==> src/rtl/vec_csr_unit_if.sv <==
// vec_csr_unit_if: request/response handshake between vec_decode and vec_csr_unit
interface vec_csr_unit_if #(parameter int XLEN = 32);
    logic            req_valid;
    logic            req_ready;
    logic [1:0]      req_kind;
    logic [2:0]      req_funct3;
    logic [11:0]     req_csr_addr;
    logic            req_rs1_x0;
    logic            req_rd_x0;
    logic [XLEN-1:0] req_avl;
    logic [XLEN-1:0] req_vtype;
    logic            resp_valid;
    logic            resp_ready;
    logic [XLEN-1:0] resp_rdata;
    logic            resp_illegal;
    modport master (
        output req_valid, req_kind, req_funct3, req_csr_addr, req_rs1_x0, req_rd_x0, req_avl, req_vtype, resp_ready,
        input  req_ready, resp_valid, resp_rdata, resp_illegal
    );
    modport slave (
        input  req_valid, req_kind, req_funct3, req_csr_addr, req_rs1_x0, req_rd_x0, req_avl, req_vtype, resp_ready,
        output req_ready, resp_valid, resp_rdata, resp_illegal
    );
endinterface

==> src/rtl/vec_csr_unit.sv <==
// vec_csr_unit: vset* configuration and vector Zicsr access unit driving lane configuration
module vec_csr_unit #(
    parameter int XLEN = 32,
    parameter int VLEN = 512,
    parameter int ELEN = 64
) (
    input  logic                     clk,
    input  logic                     n_rst,
    vec_csr_unit_if.slave            bus,
    output logic                     cfg_done,
    input  logic                     vxsat_set,
    input  logic                     vstart_clr,
    output logic [2:0]               vsew,
    output logic [2:0]               vlmul,
    output logic                     vta,
    output logic                     vma,
    output logic                     vill,
    output logic [XLEN-1:0]          vl,
    output logic [$clog2(VLEN):0]    vlmax,
    output logic [$clog2(VLEN)-1:0]  vstart,
    output logic [1:0]               vxrm,
    output logic                     vxsat
);
    localparam int VLW = $clog2(VLEN) + 1;
    localparam int VSW = $clog2(VLEN);
    localparam logic [11:0] A_VSTART = 12'h008;
    localparam logic [11:0] A_VXSAT  = 12'h009;
    localparam logic [11:0] A_VXRM   = 12'h00A;
    localparam logic [11:0] A_VCSR   = 12'h00F;
    localparam logic [11:0] A_VL     = 12'hC20;
    localparam logic [11:0] A_VTYPE  = 12'hC21;
    localparam logic [11:0] A_VLENB  = 12'hC22;

    typedef enum logic [1:0] {IDLE, CALC, RESP} state_t;
    state_t state, state_nxt;

    logic [1:0]      k_kind;
    logic [1:0]      k_op;
    logic [11:0]     k_addr;
    logic            k_rs1_x0;
    logic            k_rd_x0;
    logic [XLEN-1:0] k_avl;
    logic [XLEN-1:0] k_vtype;

    logic [2:0]      n_sew;
    logic [2:0]      n_lmul;
    logic [10:0]     sew_bits;
    logic [10:0]     elen_lmul;
    logic [VLW-1:0]  base;
    logic [VLW-1:0]  vlmax_raw;
    logic [VLW-1:0]  vlmax_new;
    logic [XLEN-1:0] vlmax_x;
    logic            vt_ill;
    logic [XLEN-1:0] vl_new;
    logic [XLEN-1:0] csr_old;
    logic [XLEN-1:0] csr_new;
    logic            csr_known;
    logic            csr_wr;
    logic            csr_ill;
    logic            csr_we;
    logic            set_we;

    assign bus.req_ready = state == IDLE;
    assign n_sew = k_vtype[5:3];
    assign n_lmul = k_vtype[2:0];

    always_ff @(posedge clk or negedge n_rst) begin
        if (!n_rst) state <= IDLE;
        else state <= state_nxt;
    end

    always_comb begin
        state_nxt = state;
        case (state)
            IDLE:    state_nxt = bus.req_valid ? CALC : IDLE;
            CALC:    state_nxt = RESP;
            RESP:    state_nxt = bus.resp_ready ? IDLE : RESP;
            default: state_nxt = IDLE;
        endcase
    end

    // fractional LMUL shifts right by 8-vlmul, i.e. by -vlmul in 3 bits
    always_comb begin
        sew_bits = 11'd8 << n_sew;
        elen_lmul = n_lmul[2] ? 11'(ELEN) >> (3'd0 - n_lmul) : 11'(ELEN);
        base = VLW'(VLEN >> ({1'b0, n_sew} + 4'd3));
        vlmax_raw = n_lmul[2] ? base >> (3'd0 - n_lmul) : base << n_lmul[1:0];
        vt_ill = n_lmul == 3'd4 || n_sew[2] || sew_bits > 11'(ELEN) || (n_lmul[2] && sew_bits > elen_lmul) || |k_vtype[XLEN-1:8];
        vlmax_new = vt_ill ? '0 : vlmax_raw;
        vlmax_x = XLEN'(vlmax_new);
        vl_new = vt_ill ? '0 : (k_kind == 2'd1 || !k_rs1_x0) ? (k_avl < vlmax_x ? k_avl : vlmax_x) :
                 !k_rd_x0 ? vlmax_x : (vl > vlmax_x ? vlmax_x : vl);
    end

    always_comb begin
        csr_old = '0;
        csr_known = 1'b1;
        case (k_addr)
            A_VSTART: csr_old = XLEN'(vstart);
            A_VXSAT:  csr_old = XLEN'(vxsat);
            A_VXRM:   csr_old = XLEN'(vxrm);
            A_VCSR:   csr_old = XLEN'({vxrm, vxsat});
            A_VL:     csr_old = vl;
            A_VTYPE:  csr_old = {vill, {(XLEN-9){1'b0}}, vma, vta, vsew, vlmul};
            A_VLENB:  csr_old = XLEN'(VLEN / 8);
            default:  csr_known = 1'b0;
        endcase
    end

    assign csr_wr = k_op == 2'b01 || !k_rs1_x0;
    assign csr_ill = !csr_known || k_op == 2'b00 || (csr_wr && (k_addr == A_VL || k_addr == A_VTYPE || k_addr == A_VLENB));
    assign csr_new = k_op == 2'b01 ? k_avl : k_op == 2'b10 ? csr_old | k_avl : csr_old & ~k_avl;
    assign csr_we = state == CALC && k_kind == 2'd3 && !csr_ill && csr_wr;
    assign set_we = state == CALC && k_kind != 2'd3;

    always_ff @(posedge clk or negedge n_rst) begin
        if (!n_rst) begin
            k_kind <= '0;
            k_op <= '0;
            k_addr <= '0;
            k_rs1_x0 <= 1'b0;
            k_rd_x0 <= 1'b0;
            k_avl <= '0;
            k_vtype <= '0;
        end else if (state == IDLE && bus.req_valid) begin
            k_kind <= bus.req_kind;
            k_op <= bus.req_funct3[1:0];
            k_addr <= bus.req_csr_addr;
            k_rs1_x0 <= bus.req_rs1_x0;
            k_rd_x0 <= bus.req_rd_x0;
            k_avl <= bus.req_avl;
            k_vtype <= bus.req_vtype;
        end
    end

    always_ff @(posedge clk or negedge n_rst) begin
        if (!n_rst) begin
            bus.resp_valid <= 1'b0;
            bus.resp_rdata <= '0;
            bus.resp_illegal <= 1'b0;
            cfg_done <= 1'b0;
        end else begin
            cfg_done <= set_we;
            if (state == CALC) begin
                bus.resp_valid <= 1'b1;
                bus.resp_rdata <= k_kind != 2'd3 ? vl_new : csr_ill ? '0 : csr_old;
                bus.resp_illegal <= k_kind == 2'd3 && csr_ill;
            end else if (state == RESP && bus.resp_ready) begin
                bus.resp_valid <= 1'b0;
            end
        end
    end

    // datapath saturation ORs in after any same-cycle CSR write
    always_ff @(posedge clk or negedge n_rst) begin
        if (!n_rst) begin
            vill <= 1'b1;
            vsew <= '0;
            vlmul <= '0;
            vta <= 1'b0;
            vma <= 1'b0;
            vl <= '0;
            vlmax <= '0;
            vstart <= '0;
            vxrm <= '0;
            vxsat <= 1'b0;
        end else begin
            if (set_we) begin
                vill <= vt_ill;
                vsew <= vt_ill ? 3'd0 : n_sew;
                vlmul <= vt_ill ? 3'd0 : n_lmul;
                vta <= !vt_ill && k_vtype[6];
                vma <= !vt_ill && k_vtype[7];
                vl <= vl_new;
                vlmax <= vlmax_new;
            end
            vstart <= (csr_we && k_addr == A_VSTART) ? csr_new[VSW-1:0] : (set_we || vstart_clr) ? '0 : vstart;
            vxrm <= (csr_we && k_addr == A_VXRM) ? csr_new[1:0] : (csr_we && k_addr == A_VCSR) ? csr_new[2:1] : vxrm;
            vxsat <= ((csr_we && (k_addr == A_VXSAT || k_addr == A_VCSR)) ? csr_new[0] : vxsat) | vxsat_set;
        end
    end
endmodule

==> src/flat_wrapper.sv <==
// flat-port wrapper written by rule: the top's interface ports become plain ports
module vec_csr_unit_flat 
#(
    parameter int XLEN = 32,
    parameter int VLEN = 512,
    parameter int ELEN = 64
)
  (clk, n_rst, cfg_done, vxsat_set, vstart_clr, vsew, vlmul, vta, vma, vill, vl, vlmax, vstart, vxrm, vxsat, bus_req_valid, bus_req_kind, bus_req_funct3, bus_req_csr_addr, bus_req_rs1_x0, bus_req_rd_x0, bus_req_avl, bus_req_vtype, bus_resp_ready, bus_req_ready, bus_resp_valid, bus_resp_rdata, bus_resp_illegal);
  vec_csr_unit_if #(.XLEN(XLEN)) bus_i ();
  input  logic clk;
  input  logic n_rst;
  output logic cfg_done;
  input  logic vxsat_set;
  input  logic vstart_clr;
  output logic [2:0] vsew;
  output logic [2:0] vlmul;
  output logic vta;
  output logic vma;
  output logic vill;
  output logic [XLEN-1:0] vl;
  output logic [$clog2(VLEN):0] vlmax;
  output logic [$clog2(VLEN)-1:0] vstart;
  output logic [1:0] vxrm;
  output logic vxsat;
  input wire logic [$bits(bus_i.req_valid)-1:0] bus_req_valid;
  input wire logic [$bits(bus_i.req_kind)-1:0] bus_req_kind;
  input wire logic [$bits(bus_i.req_funct3)-1:0] bus_req_funct3;
  input wire logic [$bits(bus_i.req_csr_addr)-1:0] bus_req_csr_addr;
  input wire logic [$bits(bus_i.req_rs1_x0)-1:0] bus_req_rs1_x0;
  input wire logic [$bits(bus_i.req_rd_x0)-1:0] bus_req_rd_x0;
  input wire logic [$bits(bus_i.req_avl)-1:0] bus_req_avl;
  input wire logic [$bits(bus_i.req_vtype)-1:0] bus_req_vtype;
  input wire logic [$bits(bus_i.resp_ready)-1:0] bus_resp_ready;
  output wire logic [$bits(bus_i.req_ready)-1:0] bus_req_ready;
  output wire logic [$bits(bus_i.resp_valid)-1:0] bus_resp_valid;
  output wire logic [$bits(bus_i.resp_rdata)-1:0] bus_resp_rdata;
  output wire logic [$bits(bus_i.resp_illegal)-1:0] bus_resp_illegal;
  assign bus_i.req_valid = bus_req_valid;
  assign bus_i.req_kind = bus_req_kind;
  assign bus_i.req_funct3 = bus_req_funct3;
  assign bus_i.req_csr_addr = bus_req_csr_addr;
  assign bus_i.req_rs1_x0 = bus_req_rs1_x0;
  assign bus_i.req_rd_x0 = bus_req_rd_x0;
  assign bus_i.req_avl = bus_req_avl;
  assign bus_i.req_vtype = bus_req_vtype;
  assign bus_i.resp_ready = bus_resp_ready;
  assign bus_req_ready = bus_i.req_ready;
  assign bus_resp_valid = bus_i.resp_valid;
  assign bus_resp_rdata = bus_i.resp_rdata;
  assign bus_resp_illegal = bus_i.resp_illegal;
  vec_csr_unit #(.XLEN(XLEN), .VLEN(VLEN), .ELEN(ELEN)) u_core (.clk(clk), .n_rst(n_rst), .bus(bus_i), .cfg_done(cfg_done), .vxsat_set(vxsat_set), .vstart_clr(vstart_clr), .vsew(vsew), .vlmul(vlmul), .vta(vta), .vma(vma), .vill(vill), .vl(vl), .vlmax(vlmax), .vstart(vstart), .vxrm(vxrm), .vxsat(vxsat));
endmodule
==> config.mk <==
export PLATFORM = sky130hd
export DESIGN_NAME = vec_csr_unit_flat
export DESIGN_NICKNAME = d
export VERILOG_FILES = /design/src/rtl/vec_csr_unit_if.sv /design/src/rtl/vec_csr_unit.sv /design/src/flat_wrapper.sv
export SDC_FILE = /design/constraint.sdc
export NUM_CORES = 1
export LEC_CHECK = 0
export BUFFER_PORTS_ARGS = -buffer_cell sky130_fd_sc_hd__buf_4
export CORE_MARGIN = 2
export CORE_UTILIZATION = 57
export CTS_BUF_LIST = sky130_fd_sc_hd__clkbuf_8
export DETAILED_ROUTE_END_ITERATION = 10
export GPL_TIMING_DRIVEN = 0
export HOLD_SLACK_MARGIN = 0.1
export PLACE_DENSITY_LB_ADDON = 0.08
export RECOVER_POWER = 100
export REMOVE_ABC_BUFFERS = 1
export SETUP_SLACK_MARGIN = 0.2
export SLEW_MARGIN = 20
export SYNTH_ARGS = -nofsm -noshare
export SYNTH_HDL_FRONTEND = slang
export SYNTH_SLANG_ARGS = --single-unit
==> constraint.sdc <==
create_clock -name clk -period 7.37 [get_ports clk]
set_clock_uncertainty 0.2 [all_clocks]
set_input_delay 1.1055 -clock clk [delete_from_list [all_inputs] [get_ports clk]]
set_output_delay 1.1055 -clock clk [all_outputs]
set_load 0.05 [all_outputs]
* After elaboration in Yosys (flattened, before gate mapping)
Index checks and enable logic that the tools add are counted.
Operators by class: $lt $le $gt $ge 4, equality and inequality tests 15, muxes and demuxes 26, $add $sub $neg 2, bitwise operators 4, shift-type cells 5, reduce and logical (&&, ||, !) cells 38
Operator list (number):
- $mux W32 | 7
- $pmux W32 S7 | 1
- $eq A12 B4 Y1 const B | 4
- $eq A12 B12 Y1 const B | 3
- $mux W9 | 4
- $gt A32 B10 Y1 | 1
- $lt A32 B10 Y1 | 1
- $reduce_or A24 Y1 | 1
- $mux W10 | 2
- $logic_and A1 B1 Y1 | 15
- $logic_or A1 B1 Y1 | 12
- $gt A11 B11 Y1 | 1
- $gt A11 B7 Y1 const B | 1
- $mux W11 | 1
- $shl A4 B3 Y11 const A | 1
- $shr A7 B3 Y11 const A | 1
- $shl A10 B2 Y10 | 1
- $shr A10 B3 Y10 | 1
- $shr A10 B4 Y10 const A | 1
- $and A9 B9 Y9 | 1
- $not A9 Y9 | 1
- $or A9 B9 Y9 | 1
- $reduce_or A7 Y1 | 1
- $eq A2 B1 Y1 const B | 3
- other kinds (13) | 28
Storage, ports and cells: bits in registers 182, output and inout bits 99

* Depth between registers and ports, before layout
depth in word-level cells 14, depth in mapped cells 23, mapped depth without buffers 19

* Worst setup path after synthesis
Ideal clock, no wire load.
kind register to register, start point register u_core.k_vtype[1], end point register u_core.bus.resp_rdata[0], data required time 7.029 ns, path slack 2.225 ns, data arrival time 4.804 ns, path buffers 4, cell stages (with the launch flop) 22, path through dfrtp_1 clkbuf_1 inv_1 ha_1 ha_1 nor2b_1 clkbuf_1 nand2_1 ha_1 and4_1 a21oi_1 a211oi_1 buf_2 nand4_1 ha_1 a2111oi_2 nand2_1 o41a_1 buf_2 or4_1 o311ai_1 o211ai_1
Between the ends: word-level cells in the longest chain between the ends 14
RTL lines:
- start: declaration | line vec_csr_unit.sv:43 | logic [XLEN-1:0] k_vtype;
- start signal: assignment | line vec_csr_unit.sv:132 | k_vtype <= bus.req_vtype;
- $sub A1 B3 Y3 | line vec_csr_unit.sv:85, vec_csr_unit.sv:87
- $shr A7 B3 Y11 | line vec_csr_unit.sv:85 | elen_lmul = n_lmul[2] ? 11'(ELEN) >> (3'd0 - n_lmul) : 11'(ELEN);
- $mux W11 | line vec_csr_unit.sv:85
- $gt A11 B11 Y1 | line vec_csr_unit.sv:88 | vt_ill = n_lmul == 3'd4 || n_sew[2] || sew_bits > 11'(ELEN) || (n_lmul[2] && sew_bits > elen_lmul) || |k_vtype ...
- $logic_and A1 B1 Y1 | line vec_csr_unit.sv:88
- $logic_or A1 B1 Y1 (2 in a row) | line vec_csr_unit.sv:88
- $mux W10 | line vec_csr_unit.sv:89 | vlmax_new = vt_ill ? '0 : vlmax_raw;
- $gt A32 B10 Y1 | line vec_csr_unit.sv:92 | !k_rd_x0 ? vlmax_x : (vl > vlmax_x ? vlmax_x : vl);
- $mux W32 (2 in a row) | line vec_csr_unit.sv:92
- $mux W32 | line vec_csr_unit.sv:91 | vl_new = vt_ill ? '0 : (k_kind == 2'd1 || !k_rs1_x0) ? (k_avl < vlmax_x ? k_avl : vlmax_x) :
- $mux W32 (*) | line vec_csr_unit.sv:91
- $mux W32 (*) | line vec_csr_unit.sv:146 | bus.resp_rdata <= k_kind != 2'd3 ? vl_new : csr_ill ? '0 : csr_old;
- end signal: assignment | line vec_csr_unit.sv:146
- end: declaration | line vec_csr_unit_if.sv:22 | output req_ready, resp_valid, resp_rdata, resp_illegal
Mark *: on every way between the ends. The rest lies on a longest branch, timed or not. A chain may end at the register's enable or synchronous reset.

* Final worst setup path
start point register u_core.k_vtype[2], end point register u_core.vl[12]
Between the ends: word-level cells in the longest chain between the ends 13
RTL lines:
- $sub A1 B3 Y3 | line vec_csr_unit.sv:85, vec_csr_unit.sv:87
- $shr A7 B3 Y11 | line vec_csr_unit.sv:85
- $mux W11 | line vec_csr_unit.sv:85
- $gt A11 B11 Y1 | line vec_csr_unit.sv:88
- $logic_and A1 B1 Y1 | line vec_csr_unit.sv:88
- $logic_or A1 B1 Y1 (2 in a row) | line vec_csr_unit.sv:88
- $mux W10 | line vec_csr_unit.sv:89
- $gt A32 B10 Y1 | line vec_csr_unit.sv:92
- $mux W32 (2 in a row) | line vec_csr_unit.sv:92
- $mux W32 | line vec_csr_unit.sv:91
- $mux W32 (*) | line vec_csr_unit.sv:91
- end signal: assignment | line vec_csr_unit.sv:174 | vl <= vl_new;
- end: declaration | line vec_csr_unit.sv:18 | output logic [XLEN-1:0] vl,
Marks and branches as above.

==> summary.txt <==
Die
  • FP Rows: 45
  • Die Y-Extent: 129 microns
  • Die footprint: 16600 sq um
  • Die Span X: 129 microns
  • Number of top-level pins: 188
  • Core area: 15200 sq um
  • Initial Util: 58.5%

Critical path
  • CP Max Fanout: 12
  • Worst setup SP type: flip-flop
  • Setup crit end kind: flip-flop
  • Setup Crit Path Kind: flip-flop to flip-flop
  • Worst path slowest cell: dfrtp_1
  • CP peak stage delay: 0.65 ns
  • WP data arrival: 6.70 ns
  • Worst path most repeated cell: ha_1
  • Req. time, crit path: 7.57 ns
  • Crit path cell chain: clkinv_1, ha_1, nor2b_1, nand2_1, ha_1, and4_1, a21oi_1, a211oi_1, buf_4, nand4_1, ha_1, a2111oi_2, nand2_1, o41a_1, nor3_1, a21o_1, and2_0

Yosys
  • Mux cell area share after synthesis: 10.1%
  • Post-Synth XOR/XNOR Area: 0.492%
  • Netlist cell types: 80
  • Avg Cell Area, Syn: 11.0 sq um
  • Simple-gate share of the synthesized area: 15.3%
  • Synth async-reset ratio: 100%
  • Largest area contributor in the netlist: dfrtp_1
  • Ys Warns: 0
  • Largest family of logic cells by synthesized area: compound AO/OA/AOI/OAI gates
  • #FFs+latches synth: 182
  • Synthesized area: 8890 sq um
  • Post-synthesis cell count: 811
  • EDFF count, synth: 0
  • Top-area cell type share of the netlist area: 50.9%
  • Post-synthesis adder-cell area fraction: 4.08%
  • Sequential fraction of the synthesis area: 51.2%
  • Compound-gate portion of the synthesized area: 16.1%
  • Prevailing post-synth register cell: dfrtp_1
  • Area contributors post-synth: dfrtp_1, mux2_2, ha_1, o21ai_0, nand2_1

CTS
  • Max clock buf depth: 2
  • Num CTS Buffers: 17
  • Post-CTS sizing: 0
  • CTS tree: built
  • Setup Buffers After CTS: 0
  • CTS Hold Bufs: 0
  • Clk slew on worst S/H paths: 0.11 ns
  • H-tree depth: 4
  • Clk_lat worst skew: 0.47 ns
  • CTS sink count: 182
  • Clk root buf: clkbuf_8

Finish
  • Antenna diode count: 0
  • Area Growth Syn to Fin: 16.1%
  • Non-filler cells, final: 1174
  • Nets: 1091
  • Multi-input logic area: 4060 sq um
  • Layout cell share with drive strength beyond 1: 22.1%
  • Register area: 4560 sq um
  • Filler instances: 1231

Placed design
  • IO Port Bufs: 186
  • GP Congestion: 0.928
  • Placed cell count: 1142
  • Place WS: 1.04 ns
  • Hpwl dp: 17500 microns

Global route
  • Vias in the first global route: 7246
  • Initial antenna violation count: 0
  • Largest net degree at the start of global routing: 104
  • Total gr overflow: 0
  • First-pass GRT wire length: 38500 microns
  • Gr usage total: 30.1%

Drt
  • Routed Antenna Nets: 0
  • Final WL: 24500 microns
  • DRC errors left: 0
  • Vias per cell: 6.31
  • Total iterations of the first detailed-routing run: 6
  • Via count: 7404
  • 1st-iter DRT viols: 733
  • Detailed-route wire length per cell: 20.9 microns

STA
  • # setup viols final: 0
  • Setup WS post-layout: 0.867 ns
  • WHS: 0.294 ns
  • Max-slew violations: 179
  • Fmax: 0.154 GHz
  • Final count of hold timing violations: 0
  • Final Cycle Share: 88.2%
  • Post-route minimum period: 6.50 ns
  • Max_slew headroom: -187%
  • Worst slew pin tran: 4.31 ns
  • RSZ-0062 raised after global routing: false

Worst hold path
  • HP Class: flip-flop to flip-flop

Power and ir drop
  • Power per cell area: 328 nW/um^2
  • VDD IR-drop max: 0.000216 V
  • Leak pwr: 4.41 nW

Run status
  • Status: finished with violations
  • Failing checks: max-capacitance violations, max-slew violations

Run
  • Max-Cap Viols: 4
synthesized netlist by cell type, drive strengths merged (19+ instances only):
library cell    n
mux2           77
nor2           34
a21oi          28
and2           30
nand2          73
o21ai          70
nor4           19
ha             29
nand3          19
clkbuf         31
a22o           26
dfrtp         181
nor3           21
state kept, by name, summed over array words and instances, names as in the netlist, 2 cells and up:
name                   flops
u_core.bus.resp_rdata     32
u_core.k_addr             12
u_core.k_avl              32
u_core.k_kind              2
u_core.k_op                2
u_core.k_vtype            32
u_core.state               2
u_core.vl                 32
u_core.vlmax              10
u_core.vlmul               3
u_core.vsew                3
u_core.vstart              9
u_core.vxrm                2
cell type report:
| type | count | area share [%] |
|---|---|---|
| clock buffers | 18 | 2.40 |
| clock inverters | 14 | 1.26 |
| inverters | 11 | 0.400 |
| multi-input cells | 571 | 39.3 |
| flip-flops and latches | 182 | 44.1 |
| well taps | 188 | 2.28 |
| repair buffers | 190 | 10.3 |
cell usage in the layout (no fill, tap or decap), types with 4 or more instances in the layout:
cell / Yosys / routed
or3_1: 4 / 4
and2_1: 29 / 15
nor3_1: 21 / 21
nand4_1: 11 / 11
clkbuf_1: 31 / 103
inv_8: 0 / 6
nor2_1: 33 / 33
inv_1: 9 / 9
o221ai_1: 4 / 5
nor2b_1: 6 / 6
clkbuf_8: 0 / 18
nand3_1: 17 / 18
a21boi_0: 3 / 4
o31ai_1: 8 / 8
a21oi_1: 26 / 27
buf_4: 0 / 85
nand2_1: 73 / 73
mux2_2: 77 / 76
o21ai_0: 59 / 68
or2_2: 5 / 5
nor4_1: 17 / 17
a22o_1: 26 / 26
and3_1: 6 / 7
a22oi_1: 7 / 7
ha_1: 29 / 29
o311ai_0: 3 / 5
and2_0: 0 / 15
nand2b_1: 7 / 7
a222oi_1: 4 / 4
o211ai_1: 10 / 10
dfrtp_1: 181 / 181
worst paths after layout:
path | from | endpoint | slack (ns) | cells past startpoint
max in group asynchronous | n_rst | u_core.k_avl[9]$_DFFE_PN0P_ | 2.60 | 1
max reg2reg | u_core.k_vtype[2]$_DFFE_PN0P_ | u_core.vl[12]$_DFFE_PN0P_ | 0.87 | 17
max | u_core.k_vtype[2]$_DFFE_PN0P_ | u_core.vl[12]$_DFFE_PN0P_ | 0.87 | 17
min reg2reg | u_core.vlmax[1]$_DFFE_PN0P_ | u_core.vlmax[1]$_DFFE_PN0P_ | 0.29 | 2
min | u_core.vlmax[1]$_DFFE_PN0P_ | u_core.vlmax[1]$_DFFE_PN0P_ | 0.29 | 2
min in group asynchronous | n_rst | u_core.state[1]$_DFF_PN0_ | 1.93 | 1
cell families (layout without fill, tap and decap cells):
| group | count (synthesis) | after routing |
|---|---|---|
| AO/OA/AOI/OAI | 205 | 205 |
| buffers and inverters | 58 | 233 |
| flip-flops | 182 | 182 |
| adder cells (fa/ha/maj) | 29 | 29 |
| XOR/XNOR | 5 | 5 |
| AND/OR/NAND/NOR | 252 | 252 |
| multiplexers | 80 | 80 |
through the flow:
step                      area (sq um)  utilization [%]  setup TNS (ns)  power (W)
after global placement           10300             67.9          -0.139    0.00267
after CTS                        10800             71.1               0    0.00341
after global routing             10300             67.9               0    0.00360
after detailed placement         10400             68.6               0    0.00275
after floorplan                   8690                -               0    0.00234
final                            10300             67.9               0    0.00339
worst max-delay path, delay by kind of cell (launching register included):
family	cells	cell delay, ns
flip-flops	1	0.65
adder cells (fa/ha/maj)	3	1.15
AND/OR/NAND/NOR	7	2.05
AO/OA/AOI/OAI	5	1.71
buffers and inverters	2	0.64
report_power, final:
part / leakage, nW / internal (W) / switching, W
sequential: 2.34 / 0.00124 / 0.000286
clock: 0.188 / 0.000259 / 0.000402
combinational: 1.88 / 0.000534 / 0.000671
total: 4.41 / 0.00203 / 0.00136
routing by layer:
metal  track usage, %  routed length [microns]  vias to the layer above
li1                 -                        -                     3336
met1             41.1                    10300                     3628
met2             46.9                    11500                      363
met3             6.32                     1860                       77
met4             12.9                      876                        0
met5                0                        0                        -
(Power assumes the default switching activity.)
